--- config.mk ---
export PLATFORM = sky130hd
export DESIGN_NAME = vm2002_change_dispenser
export DESIGN_NICKNAME = d
export VERILOG_FILES = /design/src/rtl/vm2002_change_dispenser.sv
export SDC_FILE = /design/constraint.sdc
export NUM_CORES = 1
export LEC_CHECK = 0
export CAP_MARGIN = 15
export CORE_UTILIZATION = 53
export DETAILED_ROUTE_END_ITERATION = 8
export PLACE_DENSITY_LB_ADDON = 0.05
export SYNTH_ARGS = -nofsm -noshare
export SYNTH_HDL_FRONTEND = slang
export SYNTH_SLANG_ARGS = --single-unit
--- constraint.sdc ---
create_clock -name clk -period 2.7 [get_ports clk]
set_input_delay 0.27 -clock clk [delete_from_list [all_inputs] [get_ports clk]]
set_output_delay 0.27 -clock clk [all_outputs]
set_load 0.02 [all_outputs]
--- src/rtl/vm2002_change_dispenser.sv ---
// Coin-return unit: pays a change amount greedily (quarter, dime, nickel), one coin per handshake, tracking tube counts.
// Latency: accept -> SELECT next cycle -> first coin valid the cycle after; done pulses 2 cycles after the final ack.
// Backpressure: each coin is held stable until coin_out_ack; new requests are only taken while change_ready (IDLE).
module vm2002_change_dispenser #(
  parameter int unsigned NICKEL_INIT  = 8,
  parameter int unsigned DIME_INIT    = 8,
  parameter int unsigned QUARTER_INIT = 8
) (
  input  logic       clk,
  input  logic       reset,
  input  logic       change_valid,
  input  logic [7:0] change_amount,
  output logic       change_ready,
  output logic       coin_out_valid,
  output logic [1:0] coin_out,
  input  logic       coin_out_ack,
  input  logic       coin_in_valid,
  input  logic [1:0] coin_in,
  input  logic       restock,
  output logic       done,
  output logic       short_change,
  output logic [7:0] remainder,
  output logic [3:0] nickel_count,
  output logic [3:0] dime_count,
  output logic [3:0] quarter_count
);

  localparam logic [1:0] COIN_NONE    = 2'b00;
  localparam logic [1:0] COIN_NICKEL  = 2'b01;
  localparam logic [1:0] COIN_DIME    = 2'b10;
  localparam logic [1:0] COIN_QUARTER = 2'b11;

  localparam logic [3:0] N_INIT = 4'(NICKEL_INIT);
  localparam logic [3:0] D_INIT = 4'(DIME_INIT);
  localparam logic [3:0] Q_INIT = 4'(QUARTER_INIT);

  typedef enum logic [1:0] {IDLE, SELECT, ISSUE, DONE} state_t;

  state_t     state;
  logic [7:0] rem;
  logic [1:0] pick;

  function automatic logic [7:0] coin_value(input logic [1:0] c);
    case (c)
      COIN_NICKEL:  return 8'd5;
      COIN_DIME:    return 8'd10;
      COIN_QUARTER: return 8'd25;
      default:      return 8'd0;
    endcase
  endfunction

  // Saturating up-count; a simultaneous deposit and payout of the same tube cancel out.
  function automatic logic [3:0] tube_next(input logic [3:0] cnt, input logic inc, input logic dec);
    if (inc && !dec)      return (cnt == 4'd15) ? cnt : cnt + 4'd1;
    else if (dec && !inc) return cnt - 4'd1;
    else                  return cnt;
  endfunction

  assign change_ready = (state == IDLE);

  // Greedy choice for the current remainder; COIN_NONE means nothing more can be paid.
  always_comb begin
    pick = COIN_NONE;
    if (rem >= 8'd25 && quarter_count != 4'd0)   pick = COIN_QUARTER;
    else if (rem >= 8'd10 && dime_count != 4'd0) pick = COIN_DIME;
    else if (rem >= 8'd5 && nickel_count != 4'd0) pick = COIN_NICKEL;
  end

  // Payout sequencer with registered coin and completion outputs.
  always_ff @(posedge clk or posedge reset) begin
    if (reset) begin
      state          <= IDLE;
      rem            <= 8'd0;
      coin_out_valid <= 1'b0;
      coin_out       <= COIN_NONE;
      done           <= 1'b0;
      short_change   <= 1'b0;
      remainder      <= 8'd0;
    end else begin
      case (state)
        IDLE: begin
          done         <= 1'b0;
          short_change <= 1'b0;
          remainder    <= 8'd0;
          if (change_valid) begin
            rem   <= change_amount;
            state <= SELECT;
          end
        end
        SELECT: begin
          if (rem == 8'd0 || pick == COIN_NONE) begin
            done         <= 1'b1;
            short_change <= (rem != 8'd0);
            remainder    <= rem;
            state        <= DONE;
          end else begin
            coin_out_valid <= 1'b1;
            coin_out       <= pick;
            state          <= ISSUE;
          end
        end
        ISSUE: begin
          if (coin_out_ack) begin
            coin_out_valid <= 1'b0;
            coin_out       <= COIN_NONE;
            rem            <= rem - coin_value(coin_out);
            state          <= SELECT;
          end
        end
        DONE: begin
          done         <= 1'b0;
          short_change <= 1'b0;
          remainder    <= 8'd0;
          state        <= IDLE;
        end
        default: state <= IDLE;
      endcase
    end
  end

  logic ack_take;
  logic restock_take;
  assign ack_take     = (state == ISSUE) && coin_out_ack;
  assign restock_take = (state == IDLE) && restock;

  // Tube counts: restock (IDLE only) wins, otherwise deposits and acked payouts.
  always_ff @(posedge clk or posedge reset) begin
    if (reset) begin
      nickel_count  <= N_INIT;
      dime_count    <= D_INIT;
      quarter_count <= Q_INIT;
    end else if (restock_take) begin
      nickel_count  <= N_INIT;
      dime_count    <= D_INIT;
      quarter_count <= Q_INIT;
    end else begin
      nickel_count  <= tube_next(nickel_count,
                                 coin_in_valid && coin_in == COIN_NICKEL,
                                 ack_take && coin_out == COIN_NICKEL);
      dime_count    <= tube_next(dime_count,
                                 coin_in_valid && coin_in == COIN_DIME,
                                 ack_take && coin_out == COIN_DIME);
      quarter_count <= tube_next(quarter_count,
                                 coin_in_valid && coin_in == COIN_QUARTER,
                                 ack_take && coin_out == COIN_QUARTER);
    end
  end

endmodule
==> After elaboration in Yosys (flattened, before gate mapping) <==
Cells that the tools add are included.
{ "word_totals": {"regBits": 35, "latch_bits": 0, "ram_bits": 0, "rom_bits": 0, "in_bits": 16, "output_inout_bits": 26, "wordCells": 121, "n_memories": 0} }
{ "classes": {"add_sub_neg": 7, "mul": 0, "n_div": 0, "n_lt_le_gt_ge": 3, "n_eq_ne": 19, "shifts": 0, "muxes": 37, "bitwise": 0, "reduce_logical": 45} }
{ "op_table": {"columns": ["operator", "n"], "rows": [
  ["$mux 4", 12],
  ["$mux 8", 5],
  ["$pmux 8 s2", 2],
  ["$logic_and 1x1->1", 17],
  ["$pmux 5 s3", 1],
  ["$add 4x1->4 const B", 3],
  ["$eq 2x2->1 const B", 6],
  ["$eq 4x4->1 const B", 3],
  ["$mux 2", 6],
  ["$reduce_bool 4->1", 3],
  ["$sub 4x1->4 const B", 3],
  ["$reduce_and 2->1", 5],
  ["$ne 3x3->1 const B", 3],
  ["$reduce_bool 3->1", 3],
  ["$ge 8x3->1 const B", 1],
  ["$ge 8x4->1 const B", 1],
  ["$ge 8x5->1 const B", 1],
  ["$logic_not 8->1", 1],
  ["$ne 2x2->1 const B", 4],
  ["$pmux 2 s4", 1],
  ["$reduce_bool 8->1", 1],
  ["$sub 8x8->8", 1],
  ["$eq 2x1->1 const B", 3],
  ["$logic_not 1->1", 6],
  ["8 further kinds", 19]
]} }

==> Depth between registers and ports, before layout <==
{ "logic_depth": {"ltp_word": 9, "depth_mapped": 13, "depth_no_buf": 11} }

==> Worst setup path before layout <==
Ideal clock, no wire load.
{ "synth_timing": {"path_kind": "flip-flop to flip-flop", "startpoint": "register state[0]", "endpoint": "register dime_count[3]", "setup_time_ps": 81, "t_arrival_ps": 2320, "t_required_ps": 2619, "slack_ps": 299, "stages_incl_launch_ff": 14, "path_buffers": 2, "synth_period_minus_slack_ps": 2401, "path_cell_list": "dfrtp_1 > inv_1 > ha_1 > clkbuf_1 > nand2_1 > nor2_1 > or3_1 > buf_2 > ha_1 > a21o_1 > a21oi_1 > xnor2_1 > and3_1 > o21ai_1"} }
{ "synth_via": {"elab_chain_cells": 7, "word_cells_on_any_way": 13, "cone_classes": "eq/ne: 2; mux: 2; reduce/logical: 9"} }
{ "synth_rtl": {"columns": ["element", "line_no", "text"], "rows": [
  ["start, declared", "39", "state_t state;"],
  ["start signal, assigned", "72", "state <= IDLE;"],
  ["start signal, assigned", "87", "state <= SELECT;"],
  ["start signal, assigned", "95", "state <= DONE;"],
  ["$eq 2x2->1", "123", "assign ack_take = (state == ISSUE) && coin_out_ack;"],
  ["$logic_and 1x1->1", "123", null],
  ["$logic_and 1x1->1", "142", "ack_take && coin_out == COIN_DIME);"],
  ["$logic_not 1->1", "54", "if (inc && !dec) return (cnt == 4'd15) ? cnt : cnt + 4'd1;"],
  ["$logic_and 1x1->1", "54", null],
  ["$ne 3x3->1 (no line) (tied with other cells)", null, null],
  ["$reduce_and 2->1 (no line) / $mux 4 (equally long branches)", null, null],
  ["end signal, assigned", "140", "dime_count <= tube_next(dime_count,"],
  ["end, declared", "24", "output logic [3:0] dime_count,"]
]} }
Several ways; a longest one is shown, not always the timed one.
A chain may end at the register's enable or synchronous reset.

==> Worst setup path in the final report <==
Ends and elaborated chain as after synthesis.

==> results.yml <==
power_and_ir_drop:
  powerDensity_nw_per_um2: 1110
  cellLeakagePower_nw: 1.27
  irDropWorstVdd_mv: 0.640
drt:
  post_drt_wl_per_cell_um: 14.0
  drc: 0
  viasPerCell: 5.72
  wl_met3_um: 168
  top_layer: "met4"
  first_pass_iters: 4
  ant_nets: 0
  drt_iter0_drc: 123
  route.met2.wl_um: 2440
  routed-via-count: 2109
  wl_um: 5180
  met1_length_um: 2480
cells_and_area:
  seq_area_sq_um: 880
  stdcell_count: 369
  final_nets: 351
  synthToLayoutAreaGrowth_pct: 23.0
  layout_common_cells: "41 x nand2_1, 41 x clkdlybuf4s50_1, 32 x dfrtp_1, 22 x nor2_1, 19 x inv_1"
  fill_cells: 381
  final_area_sq_um: 2930
  multi_input_area_sq_um: 1370
  antenna_cells: 0
  drive_above_1_share: 0.0599
clock_tree:
  clkSinkCount: 35
  cts_made_buffers: 5
  postCtsSetupBuffers: 0
  tritoncts: "done"
  clk_pin_slew_ns: 0.08
  cts_max_level: 2
  ctsResizeCount: 0
  clk-insertion-delay-late_ns: 0.29
  hold_buffers: 0
  cts_buffer_depth: 2
  cts-root-buf: "clkbuf_8"
logic_synthesis:
  syn_area_sq_um: 2380
  synth-seq-cells: 35
  synth_edf_count: 0
  syn_nets: 312
  synth_top_area_frac: 0.336
  avgSynthCellArea_sq_um: 8.59
  yosysSeqAreaShare: 0.370
  ys_types: 47
  async_flop_share: 1.00
  synthesis.instances: 277
  yosys.area.top_type: "dfrtp_1"
  synthFlopType: "dfrtp_1"
  synth_area_leaders: "dfrtp_1 34%, ha_1 7.9%, nand2_1 6.5%"
  ys.warnings.count: 0
critical_path:
  start_kind: "flop"
  cpMaxStageDelayCell: "or3_1"
  r2r_slack_ns: 0.21
  critical_path.top_delay_family: "simple AND/OR/NAND/NOR gates"
  rr_startpoint: "state[0]"
  cp_max_fo: 5
  path_buf_inv: 1
  end_kind: "flop"
  worst-r2r-cell-count: 11
  max_stage_delay_ns: 0.43
  startpoint: "state[0]"
  required_ns: 2.93
  crit_arrival_ns: 2.72
  crit_path_frequent_cell: "ha_1"
  crit_chain: "inv_1, ha_1, nand2_1, nor2_1, or3_1, ha_1, a21o_1, a21oi_1, xnor2_1, and3_1, o21ai_1"
  crit_type: "reg -> reg"
  r2r_end: "dime_count[3]"
worst_hold_path:
  hold_path_class: "in -> async"
timing:
  period_minus_slack_ns: 2.49
  fin_tns_setup_ns: 0
  fin_crit_sh: 0.922
  final_max_slew_viol_count: 0
  timing.fmax_mhz: 402
  setup_ws_ns: 0.210
  rsz0062_at_grt: "no"
  tightest_slew_ns: 0.602
  fin_skew_ns: 0.0126
  slew_headroom: 0.598
  setup_viol: 0
  hold_viol_final: 0
floorplan:
  die_w_um: 69.0
  die_area_sq_um: 4760
  start_util: 0.550
  boundaryPins: 42
  dieHeight_um: 69.0
  coreArea_sq_um: 4320
  row_count: 24
grt:
  grt_pass1_vias: 2100
  grt_overflow: 0
  track_usage: 0.238
  grt_max_degree: 36
  antenna_found_initial: 0
  grt_pass1_wl_um: 9340
place:
  gp_congestion: 0.793
  placed_area_sq_um: 2840
  dp_hpwl_um: 3820
  io_buffers: 41
  pre_cts_ws_ns: 0.147
  dpl.cell_count: 361
outcome:
  outcome: "finished clean"
run:
  maxCapViolations: 0
## cell families (layout without fill, tap and decap cells)
logic type | after synthesis | in the layout | share of synthesized area
AOI/OAI and AO/OA | 71 | 71 | 0.193
xor gates and xnor gates | 11 | 11 | 0.0405
adders and majority gates | 19 | 19 | 0.113
buffers and inverters | 34 | 74 | 0.0568
DFF | 35 | 35 | 0.370
muxes | 7 | 7 | 0.0294
and+or+nand+nor | 100 | 100 | 0.198
## Yosys cell counts, types with 3 or more instances
master,number
nand2_1,41
dfrtp_1,32
nor2_1,22
inv_1,19
o21ai_0,17
a21oi_1,16
ha_1,15
nand3_1,11
xnor2_1,11
o211ai_1,10
clkbuf_1,9
mux2i_1,7
a21o_1,5
o21ai_1,5
fa_1,4
nor3_1,4
a211oi_1,3
and3_1,3
buf_2,3
dfstp_2,3
nor2b_1,3
nor4_1,3
## area by class of cell
class                           count  area share
Multi-Input combinational cell    208       0.466
Sequential cell                    35       0.300
Timing Repair Buffer               47       0.156
Clock buffer                        7      0.0295
Inverter                           19      0.0244
Tap cell                           52      0.0222
Clock inverter                      1     0.00171
## routing by layer
metal | track usage | vias to the layer above
met5 | 0 | -
met4 | 0.0680 | 0
met1 | 0.301 | 1008
met3 | 0.0482 | 8
met2 | 0.412 | 39
li1 | - | 1054
## how the worst max path moves through the flow
stage                         end  slack (ns)  depth (start not counted)
floorplan           dime_count[3]        0.30                         13
global placement    dime_count[3]        0.21                         10
detailed placement  dime_count[3]        0.15                         10
CTS                 dime_count[3]        0.21                         11
global route        dime_count[3]        0.02                         11
finish              dime_count[3]        0.21                         11
## per-stage QoR
stage | hold WS, ns | total power, mW | util
3_5_place_dp | 0.475 | 2.86 | 0.656
2_1_floorplan | 0.385 | 2.29 | -
4_1_cts | 0.399 | 3.26 | 0.677
3_3_place_gp | 0.480 | 2.81 | 0.656
5_1_grt | 0.432 | 3.55 | 0.677
6_report | 0.382 | 3.25 | 0.677
## tightest hold or removal path, delay by kind of cell
kind                   cells  cell delay [ns]
buffers and inverters      3             0.84
## sequential cells by signal, summed over array words and instances (netlist names)
register        count
quarter_count       4
dime_count          4
nickel_count        4
coin_out_valid      1
coin_out            2
done                1
short_change        1
state               2
remainder           8
rem                 8
## power breakdown
| part | switching [mW] | internal [mW] | leakage (nW) | total [mW] |
|---|---|---|---|---|
| Clock | 0.186 | 0.206 | 0.0482 | 0.391 |
| Combinational | 1.03 | 0.832 | 0.789 | 1.86 |
| Sequential | 0.277 | 0.719 | 0.435 | 0.996 |
Power figures use the tool's default switching activity.
